`src/rtl/regfile_wr_sched_pkg.sv`:
```
// Shared register IDs, scheduler FSM encodings and the queued-write entry type
// for regfile_wr_sched and its write queue.
package regfile_wr_sched_pkg;

  localparam int WORD_W = 64;
  localparam int REG_W  = 4;

  typedef logic [REG_W-1:0] reg_id_t;

  localparam reg_id_t RAX   = 4'h0;
  localparam reg_id_t RCX   = 4'h1;
  localparam reg_id_t RDX   = 4'h2;
  localparam reg_id_t RBX   = 4'h3;
  localparam reg_id_t RSP   = 4'h4;
  localparam reg_id_t RBP   = 4'h5;
  localparam reg_id_t RSI   = 4'h6;
  localparam reg_id_t RDI   = 4'h7;
  localparam reg_id_t R8    = 4'h8;
  localparam reg_id_t R9    = 4'h9;
  localparam reg_id_t R10   = 4'hA;
  localparam reg_id_t R11   = 4'hB;
  localparam reg_id_t R12   = 4'hC;
  localparam reg_id_t R13   = 4'hD;
  localparam reg_id_t R14   = 4'hE;
  localparam reg_id_t RNONE = 4'hF;

  localparam logic [1:0] ST_RUN   = 2'd0;
  localparam logic [1:0] ST_DRAIN = 2'd1;
  localparam logic [1:0] ST_DBG   = 2'd2;

  typedef struct packed {
    reg_id_t             dst;
    logic [WORD_W-1:0]   val;
  } wr_entry_t;

endpackage

```
`src/rtl/regfile_wr_sched_wr_queue.sv`:
```
// Pending register-write FIFO: two enqueue ports, one dequeue with empty-queue
// bypass of the first incoming entry, and two associative dst lookups.
module regfile_wr_sched_wr_queue
  import regfile_wr_sched_pkg::*;
#(
  parameter int  DEPTH = 4,
  localparam int PTR_W = $clog2(DEPTH),
  localparam int CNT_W = PTR_W + 1
) (
  input  logic               clk,
  input  logic               rst,
  input  logic               enq0_valid_i,
  input  wr_entry_t          enq0_i,
  input  logic               enq1_valid_i,
  input  wr_entry_t          enq1_i,
  input  logic               deq_i,
  output logic               head_valid_o,
  output wr_entry_t          head_o,
  output logic [CNT_W-1:0]   count_o,
  input  reg_id_t            look_a_src_i,
  output logic               look_a_hit_o,
  output logic [WORD_W-1:0]  look_a_val_o,
  input  reg_id_t            look_b_src_i,
  output logic               look_b_hit_o,
  output logic [WORD_W-1:0]  look_b_val_o
);

  wr_entry_t          mem_q [DEPTH];
  logic [PTR_W-1:0]   rd_ptr_q, rd_ptr_d;
  logic [PTR_W-1:0]   wr_ptr_q, wr_ptr_d;
  logic [CNT_W-1:0]   count_q, count_d;
  logic [CNT_W-1:0]   n_enq;
  logic               deq;

  // Scan oldest to youngest so the youngest match wins.
  function automatic logic [WORD_W:0] lookup(
    input reg_id_t          src,
    input wr_entry_t        mem [DEPTH],
    input logic [PTR_W-1:0] rd,
    input logic [CNT_W-1:0] cnt
  );
    logic              hit;
    logic [WORD_W-1:0] val;
    logic [PTR_W-1:0]  idx;
    hit = 1'b0;
    val = '0;
    for (int i = 0; i < DEPTH; i++) begin
      idx = rd + PTR_W'(i);
      if ((CNT_W'(i) < cnt) && (mem[idx].dst == src) && (src != RNONE)) begin
        hit = 1'b1;
        val = mem[idx].val;
      end
    end
    return {hit, val};
  endfunction

  assign head_valid_o = (count_q != '0) || enq0_valid_i;
  assign head_o       = (count_q != '0) ? mem_q[rd_ptr_q] : enq0_i;
  assign count_o      = count_q;
  assign deq          = deq_i && head_valid_o;
  assign n_enq        = CNT_W'(enq0_valid_i) + CNT_W'(enq1_valid_i);

  assign {look_a_hit_o, look_a_val_o} = lookup(look_a_src_i, mem_q, rd_ptr_q, count_q);
  assign {look_b_hit_o, look_b_val_o} = lookup(look_b_src_i, mem_q, rd_ptr_q, count_q);

  always_comb begin
    rd_ptr_d = rd_ptr_q + PTR_W'(deq);
    wr_ptr_d = wr_ptr_q + PTR_W'(n_enq);
    count_d  = count_q + n_enq - CNT_W'(deq);
  end

  // Entry storage carries no reset; occupancy is tracked by count_q alone.
  always_ff @(posedge clk) begin
    if (enq0_valid_i) begin
      mem_q[wr_ptr_q] <= enq0_i;
    end
    if (enq1_valid_i) begin
      mem_q[wr_ptr_q + PTR_W'(1)] <= enq1_i;
    end
  end

  always_ff @(posedge clk) begin
    if (rst) begin
      rd_ptr_q <= '0;
      wr_ptr_q <= '0;
      count_q  <= '0;
    end else begin
      rd_ptr_q <= rd_ptr_d;
      wr_ptr_q <= wr_ptr_d;
      count_q  <= count_d;
    end
  end

endmodule

```
`src/rtl/regfile_wr_sched.sv`:
```
// Register-file write-port scheduler: serialises W-stage E/M writes, arbitrates
// a debug writer with starvation escape. Forwarding lookup: REGFILE_WR_SCHED_FWD_EN.
module regfile_wr_sched
  import regfile_wr_sched_pkg::*;
#(
  parameter int DEPTH      = 4,
  parameter int STARVE_MAX = 8
) (
  input  logic               clk,
  input  logic               rst,
  input  logic               W_valid_i,
  input  logic [3:0]         W_dstE_i,
  input  logic [63:0]        W_valE_i,
  input  logic [3:0]         W_dstM_i,
  input  logic [63:0]        W_valM_i,
  output logic               stall_o,
  input  logic               dbg_req_i,
  input  logic [3:0]         dbg_dst_i,
  input  logic [63:0]        dbg_val_i,
  output logic               dbg_gnt_o,
  output logic               wr_en_o,
  output logic [3:0]         wr_dst_o,
  output logic [63:0]        wr_val_o,
  input  logic [3:0]         fwd_srcA_i,
  input  logic [3:0]         fwd_srcB_i,
  output logic               fwdA_hit_o,
  output logic [63:0]        fwdA_val_o,
  output logic               fwdB_hit_o,
  output logic [63:0]        fwdB_val_o
);

  localparam int PTR_W = $clog2(DEPTH);
  localparam int CNT_W = PTR_W + 1;
  localparam int STV_W = $clog2(STARVE_MAX + 1);

  logic [1:0]         state_q, state_d;
  logic [STV_W-1:0]   starve_q, starve_d, starve_inc;
  logic               wr_en_q, wr_en_d;
  reg_id_t            wr_dst_q, wr_dst_d;
  logic [WORD_W-1:0]  wr_val_q, wr_val_d;

  logic [CNT_W-1:0]   count;
  logic [CNT_W-1:0]   cnt_no_acc;
  logic [CNT_W-1:0]   free_slots;
  logic               q_empty;
  logic               e_valid, m_valid, accept, gnt;
  logic               enq0_valid, enq1_valid, head_valid;
  wr_entry_t          enq0, enq1, head;
  logic               qa_hit, qb_hit;
  logic [WORD_W-1:0]  qa_val, qb_val;

  // dstE == dstM collapses to the M write alone.
  assign e_valid = (W_dstE_i != RNONE) && (W_dstE_i != W_dstM_i);
  assign m_valid = (W_dstM_i != RNONE);

  assign q_empty    = (count == '0);
  assign cnt_no_acc = count - CNT_W'(!q_empty);
  assign free_slots = CNT_W'(DEPTH) - cnt_no_acc;
  assign stall_o    = (free_slots < CNT_W'(2)) || (state_q != ST_RUN);
  assign accept     = W_valid_i && !stall_o && (state_q == ST_RUN);

  assign enq0_valid = accept && (e_valid || m_valid);
  assign enq1_valid = accept && e_valid && m_valid;
  assign enq0       = e_valid ? {W_dstE_i, W_valE_i} : {W_dstM_i, W_valM_i};
  assign enq1       = {W_dstM_i, W_valM_i};

  regfile_wr_sched_wr_queue #(
    .DEPTH (DEPTH)
  ) u_wr_queue (
    .clk          (clk),
    .rst          (rst),
    .enq0_valid_i (enq0_valid),
    .enq0_i       (enq0),
    .enq1_valid_i (enq1_valid),
    .enq1_i       (enq1),
    .deq_i        (1'b1),
    .head_valid_o (head_valid),
    .head_o       (head),
    .count_o      (count),
    .look_a_src_i (fwd_srcA_i),
    .look_a_hit_o (qa_hit),
    .look_a_val_o (qa_val),
    .look_b_src_i (fwd_srcB_i),
    .look_b_hit_o (qb_hit),
    .look_b_val_o (qb_val)
  );

  assign starve_inc = starve_q + STV_W'(1);

  always_comb begin
    state_d  = state_q;
    starve_d = starve_q;
    gnt      = 1'b0;
    case (state_q)
      ST_RUN: begin
        if (!dbg_req_i) begin
          starve_d = '0;
        end else if (q_empty && !accept) begin
          gnt      = 1'b1;
          starve_d = '0;
        end else if (starve_inc == STV_W'(STARVE_MAX)) begin
          starve_d = starve_inc;
          state_d  = ST_DRAIN;
        end else begin
          starve_d = starve_inc;
        end
      end
      ST_DRAIN: begin
        if (q_empty) begin
          state_d = ST_DBG;
        end else begin
          state_d = ST_DRAIN;
        end
      end
      ST_DBG: begin
        gnt      = dbg_req_i;
        starve_d = '0;
        state_d  = ST_RUN;
      end
      default: begin
        starve_d = '0;
        state_d  = ST_RUN;
      end
    endcase
  end

  // Debug is only granted with no queued or incoming pipeline write, so it never overtakes one.
  always_comb begin
    wr_en_d  = 1'b0;
    wr_dst_d = RNONE;
    wr_val_d = '0;
    if (gnt) begin
      wr_en_d  = 1'b1;
      wr_dst_d = dbg_dst_i;
      wr_val_d = dbg_val_i;
    end else if (head_valid) begin
      wr_en_d  = 1'b1;
      wr_dst_d = head.dst;
      wr_val_d = head.val;
    end else begin
      wr_en_d  = 1'b0;
    end
  end

  always_ff @(posedge clk) begin
    if (rst) begin
      state_q  <= ST_RUN;
      starve_q <= '0;
      wr_en_q  <= 1'b0;
      wr_dst_q <= RNONE;
      wr_val_q <= '0;
    end else begin
      state_q  <= state_d;
      starve_q <= starve_d;
      wr_en_q  <= wr_en_d;
      wr_dst_q <= wr_dst_d;
      wr_val_q <= wr_val_d;
    end
  end

  assign dbg_gnt_o = gnt && !rst;
  assign wr_en_o   = wr_en_q;
  assign wr_dst_o  = wr_dst_q;
  assign wr_val_o  = wr_val_q;

`ifdef REGFILE_WR_SCHED_FWD_EN
  // Queued entries take priority over the write already on the port.
  function automatic logic [WORD_W:0] fwd_pick(
    input logic              q_hit,
    input logic [WORD_W-1:0] q_val,
    input reg_id_t           src,
    input logic              en,
    input reg_id_t           dst,
    input logic [WORD_W-1:0] val
  );
    logic [WORD_W:0] res;
    if (q_hit) begin
      res = {1'b1, q_val};
    end else if (en && (dst == src) && (src != RNONE)) begin
      res = {1'b1, val};
    end else begin
      res = '0;
    end
    return res;
  endfunction

  assign {fwdA_hit_o, fwdA_val_o} = fwd_pick(qa_hit, qa_val, fwd_srcA_i, wr_en_q, wr_dst_q, wr_val_q);
  assign {fwdB_hit_o, fwdB_val_o} = fwd_pick(qb_hit, qb_val, fwd_srcB_i, wr_en_q, wr_dst_q, wr_val_q);
`else
  logic unused_fwd;
  assign unused_fwd = ^{qa_hit, qa_val, qb_hit, qb_val};
  assign fwdA_hit_o = 1'b0;
  assign fwdA_val_o = '0;
  assign fwdB_hit_o = 1'b0;
  assign fwdB_val_o = '0;
`endif

endmodule

```
`config.mk`:
```
export PLATFORM = sky130hd
export DESIGN_NAME = regfile_wr_sched
export DESIGN_NICKNAME = d
export VERILOG_FILES = /design/src/rtl/regfile_wr_sched_pkg.sv /design/src/rtl/regfile_wr_sched_wr_queue.sv /design/src/rtl/regfile_wr_sched.sv
export SDC_FILE = /design/constraint.sdc
export NUM_CORES = 1
export LEC_CHECK = 0
export ABC_CLOCK_PERIOD_IN_PS = 3850
export CORE_UTILIZATION = 50
export DETAILED_ROUTE_END_ITERATION = 8
export PLACE_DENSITY = 0.74
export SLEW_MARGIN = 20
export SYNTH_ARGS = -nofsm -noshare
export SYNTH_HDL_FRONTEND = slang
export SYNTH_HIERARCHICAL = 1
export SYNTH_SLANG_ARGS = --single-unit
```
`constraint.sdc`:
```
create_clock -name clk -period 3.85 [get_ports clk]
set_clock_uncertainty 0.2 [all_clocks]
set_input_delay 0.385 -clock clk [delete_from_list [all_inputs] [get_ports clk]]
set_output_delay 0.385 -clock clk [all_outputs]
set_load 0.005 [all_outputs]
```
==> results of run 1 <==
power by group:
part           leakage [nW]  internal, W  total, W  switching (W)
Combinational          6.47      0.00351   0.00772        0.00421
Clock                 0.613      0.00216   0.00365        0.00148
Sequential             2.96      0.00552   0.00647       0.000952
sequential cells by signal, summed over array words and instances (netlist names):
| name | cells |
|---|---|
| wr_val_o | 64 |
| state_q | 2 |
| u_wr_queue/rd_ptr_q | 2 |
| u_wr_queue/count_o | 3 |
| wr_dst_o | 4 |
| u_wr_queue/mem_q | 272 |
| wr_en_o | 1 |
| u_wr_queue/wr_ptr_q | 2 |
| starve_q | 4 |
through the flow:
| step | util, % | worst slack, ns |
|---|---|---|
| floorplan | - | 0.5568 |
| detailed placement | 58.09 | 0.1788 |
| global route | 61.35 | 0.1206 |
| global placement | 58.09 | 0.2343 |
| CTS | 61.34 | 0.3070 |
| finish | 61.35 | 0.2908 |
worst min-delay path by stage:
stage                 from                    end  cells after the start
2_1_floorplan          rst  u_wr_queue/count_o[1]                      1
3_5_place_dp   starve_q[3]            starve_q[3]                      1
5_1_grt                rst           wr_val_o[55]                      2
3_3_place_gp   starve_q[3]            starve_q[3]                      1
4_1_cts                rst           wr_val_o[59]                      2
6_report               rst           wr_val_o[59]                      2
cell type report:
cell class              count  area [um^2]
multi-input cells        1754        11060
well taps                 511        639.4
repair buffers            315         3246
flip-flops and latches    354         7094
diodes                      1        2.502
clock inverters             7        60.06
clock buffers              60         1177
fillers                  3346        14700
inverters                  12        45.04
metal layers:
metal | routed length [um] | GRT usage (%) | vias up | share of wire [%]
li1 | - | - | 8030 | -
met1 | 23470 | 34.12 | 7990 | 42
met2 | 27360 | 49.23 | 632 | 49
met3 | 3751 | 4.456 | 109 | 6.7
met4 | 1472 | 9.443 | 2 | 2.6
met5 | 17 | 0 | - | 0.030
==> impl_metrics.json, run 1 <==
{
  "cp_cell_sequence": "inv_1, ha_1, xor2_1, o211ai_1, a21oi_1, or2_4, and2_1, ha_1, inv_1, ha_1, inv_1, fa_1, xnor2_1, xnor2_1, nor2_1",
  "nNetsFinal": 2702,
  "die_w_um": 199.4,
  "rows": 71,
  "cts_resized": 0,
  "overflow": 0,
  "port_buffers": 278,
  "final_cells": 3014,
  "synth_warnings": 6,
  "layout-drive-gt1-share_pct": 7.474,
  "drt_wl_total_mm": 56.07,
  "io_pins": 417,
  "fin_crit_sh_pct": 92.45,
  "syn_avg_cell_area_um2": 8.399,
  "status": "finished, final reports clean",
  "leakage_nw": 10.05,
  "peakVddDrop_mv": 0.5787,
  "cts_made_buffers": 40,
  "clkTransAtPathRegs_ns": 0.06,
  "timing.rr.end": "u_wr_queue/count_o[2]",
  "ff2ff_path_depth": 15,
  "dieArea_um2": 39770,
  "finalInstanceArea_um2": 23320,
  "tritoncts": "yes",
  "vias": 16763,
  "dpl-instance-area_um2": 22080,
  "holdWs_ns": 0.05156,
  "first_pass_iters": 6,
  "grt_pass1_vias": 16415,
  "post_cts_buffers": 0,
  "antenna_left": 0,
  "start_util_pct": 51.25,
  "crit_path_end_kind": "flip-flop",
  "slowest_delay_ns": 0.44,
  "setup_viol": 0,
  "cp_num_buf_inv": 3,
  "cts_htree_levels": 2,
  "ctsHoldBuffers": 0,
  "dp_cells": 2946,
  "cap_violations": 0,
  "r2r-start": "u_wr_queue/count_o[1]",
  "final_cell_mix": "532 x nand2_1, 399 x mux2i_1, 352 x dfxtp_1",
  "cts_root_buf": "clkbuf_16",
  "core-area_um2": 38020,
  "dieHeight_um": 199.4,
  "antenna_found_initial": 2,
  "finalSetupTns_ns": 0,
  "critPathArrivalTime_ns": 3.75,
  "crit_type": "flip-flop to flip-flop",
  "power_density_nw_per_um2": 764.9,
  "p_total_w": 0.01784,
  "maxSlewViolCount": 0,
  "path_delay_family": "adder cells",
  "rsz0062_at_grt": "no",
  "areaGrowthSynthToFinish_pct": 19.70,
  "clkLatencyLatePin_ns": 0.53,
  "grt_pass1_wl_mm": 87.44,
  "drt_iter0_drc": 1121,
  "cp_num_cells": 15,
  "synth_area_um2": 19490,
  "cp-endpoint": "u_wr_queue/count_o[2]",
  "startpoint": "u_wr_queue/count_o[1]",
  "tightest_slew_ns": 1.006,
  "cp-start-kind": "flip-flop",
  "crit_fanout": 6,
  "r2r_setup_slack_ns": 0.29,
  "cp_slowest_cell": "o211ai_1",
  "layout_commonest_cell": "nand2_1",
  "wl_per_cell_um": 18.60,
  "remaining_drc_errors": 0,
  "slew_headroom_pct": 32.94,
  "place_congestion": 0.8043,
  "critPathRequiredTime_ns": 4.04,
  "numClockSinks": 354,
  "post-route-min-period_ns": 3.559,
  "track_usage_pct": 27.83,
  "grt_max_degree": 137,
  "clk_path_buf_depth": 3,
  "holdCritPathClass": "primary input to flip-flop",
  "hold_viol": 0,
  "syn_inst": 2320,
  "drt-vias-per-instance": 5.562,
  "dp.final_hpwl_mm": 34.18,
  "max_freq_ghz": 0.2810
}
Power figures use the tool's default switching activity.
==> inputs of run 2 (changes only) <==
GPL_ROUTABILITY_DRIVEN = 0   (was not set)
PLACE_DENSITY = 0.8   (was 0.74)
SYNTH_HIERARCHICAL = not set   (was 1)
==> impl_metrics.json, run 2 <==
{
  "clkLatencyLatePin_ns": 0.54,
  "syn_inst": 1731,
  "cp-start-kind": "flip-flop",
  "largest_reg_flops": 272,
  "dp_cells": 2343,
  "synth_seq_cells": 354,
  "start_util_pct": 51.21,
  "drt_wl_total_mm": 55.82,
  "synth_top_flop_cell": "dfxtp_1",
  "status": "finished, final reports clean",
  "crit_path_end_kind": "primary output",
  "rsz0062_at_grt": "no",
  "leakage_nw": 8.064,
  "drt-vias-per-instance": 6.301,
  "antenna_found_initial": 6,
  "tightest_slew_ns": 0.9428,
  "syn_avg_cell_area_um2": 10.32,
  "cts_resized": 0,
  "cts_htree_levels": 2,
  "core-area_um2": 34880,
  "io_pins": 417,
  "layout-drive-gt1-share_pct": 16.85,
  "rows": 68,
  "antenna_left": 0,
  "clk_path_buf_depth": 3,
  "synth.largest_area_cell": "dfxtp_1",
  "die_w_um": 191.0,
  "overflow": 0,
  "wl_per_cell_um": 23.09,
  "final_cells": 2418,
  "first_pass_iters": 6,
  "critPathArrivalTime_ns": 3.05,
  "numClockSinks": 354,
  "clkTransAtPathRegs_ns": 0.06,
  "nNetsFinal": 2154,
  "synth_top_area_share_pct": 39.67,
  "synth_warnings": 0,
  "max_freq_ghz": 0.2754,
  "fin_ws_ns": 0.2192,
  "cp_slowest_cell": "clkdlybuf4s50_1",
  "vias": 15236,
  "crit_fanout": 9,
  "cp_cell_sequence": "inv_1, ha_1, xor2_1, o211ai_1, buf_4, o211a_1, and2_4, clkdlybuf4s50_1",
  "ys_types": 64,
  "place_ws_ns": 0.1612,
  "cts_root_buf": "clkbuf_16",
  "tritoncts": "yes",
  "grt_pass1_vias": 15295,
  "synthTopCellsByArea": "dfxtp_1 40%, mux4_2 8.6%, o32a_1 8.2%",
  "remaining_drc_errors": 0,
  "yosys-top-cells-count": "354 x dfxtp_1, 147 x o21a_1, 146 x o32a_1",
  "synth_area_um2": 17860,
  "drt_iter0_drc": 1361,
  "netSwitchingPower_w": 0.006813,
  "critPathRequiredTime_ns": 3.26,
  "crit_type": "flip-flop to primary output",
  "dp.final_hpwl_mm": 34.05,
  "finalSetupTns_ns": 0,
  "setup_viol": 0,
  "combPwrFrac_pct": 45.6,
  "layout_commonest_cell": "dfxtp_1",
  "slowest_delay_ns": 0.50,
  "cap_violations": 0,
  "ctsHoldBuffers": 0,
  "maxSlewViolCount": 0,
  "fin_util_pct": 62.77,
  "peakVddDrop_mv": 0.5857,
  "async_flop_share_pct": 0,
  "grt_pass1_wl_mm": 85.50,
  "seq_power_share_pct": 33.8,
  "track_usage_pct": 30.02,
  "fin_crit_sh_pct": 94.31,
  "final_cell_mix": "352 x dfxtp_1, 278 x clkdlybuf4s50_1, 146 x o32a_1, 146 x o21a_1, 139 x nand2_1",
  "power_density_nw_per_um2": 886.8,
  "grt_max_degree": 71,
  "p_int_w": 0.01261,
  "post-route-min-period_ns": 3.631,
  "slew_headroom_pct": 37.15,
  "synth_enable_flop_cells": 0,
  "cts_made_buffers": 39,
  "regMostFlops": "u_wr_queue.mem_q",
  "dieHeight_um": 191.0,
  "post_cts_buffers": 0,
  "port_buffers": 278,
  "power.share.switching_pct": 35.08,
  "p_clk_share_pct": 20.6,
  "yosys.cell_count.top_type": "dfxtp_1",
  "hold_viol": 0,
  "holdCritPathClass": "primary input to flip-flop",
  "dieArea_um2": 36480,
  "yosysSeqAreaShare_pct": 39.67,
  "areaGrowthSynthToFinish_pct": 22.59
}
run 2: area by class of cell:
type	count	area [um^2]
fill	2733	12990
multi-input combinational	1194	9495
sequential	354	7094
timing repair buffer	328	3296
clock buffer	55	1187
tap	455	569.3
clock inverter	15	197.7
inverter	12	45.04
antenna	5	12.51
run 2: layer usage:
layer,track usage (%),wire [um]
met2,50.52,27040
met3,6.462,5248
met5,0,27
met1,37.03,21850
met4,12.37,1651
run 2: worst paths after layout:
path	start	slack, ns	cells past startpoint	end
worst max-delay path	u_wr_queue.count_o[1]	0.22	8	dbg_gnt_o
worst min-delay path	dbg_val_i[25]	0.24	2	wr_val_o[25]
worst max register to register	u_wr_queue.count_o[1]	0.58	14	u_wr_queue.count_o[2]
worst min register to register	u_wr_queue.mem_q[13]	0.26	1	u_wr_queue.mem_q[13]
run 2: metrics by stage:
step | total power (W) | cell area (um^2) | hold WS, ns
4_1_cts | 0.01938 | 21880 | 0.2337
6_report | 0.01942 | 21900 | 0.2404
2_1_floorplan | 0.01264 | 18350 | 0.2354
5_1_grt | 0.02042 | 21890 | 0.2490
3_3_place_gp | 0.01500 | 20500 | 0.2405
3_5_place_dp | 0.01536 | 20500 | 0.2491
run 2: cells by family (layout without fill, tap and decap cells):
| group | after synthesis | in the layout | share of synthesized area (%) |
|---|---|---|---|
| other cells | 2 | 136 | 0.04204 |
| buf+inv | 312 | 410 | 10.50 |
| compound gates | 597 | 597 | 29.39 |
| simple gates | 363 | 363 | 9.723 |
| mux | 81 | 81 | 9.316 |
| flops | 354 | 354 | 39.67 |
| fa+ha+maj | 9 | 9 | 0.6725 |
| xor+xnor | 13 | 13 | 0.6795 |
run 2: power by group through the flow:
stage | Clock [W] | Combinational [W] | Sequential (W)
floorplan | 0 | 0.00647 | 0.00617
global placement | 0 | 0.00852 | 0.00647
detailed placement | 0 | 0.00877 | 0.00658
CTS | 0.00403 | 0.00883 | 0.00652
global route | 0.00417 | 0.00952 | 0.00673
finish | 0.00399 | 0.00886 | 0.00657
run 2: critical path, delay by kind of cell (launching register included):
kind	cells	cell delay [ns]
fa+ha+maj	1	0.23
flops	1	0.36
xor+xnor	1	0.22
simple gates	1	0.23
compound gates	2	0.68
buf+inv	3	0.79
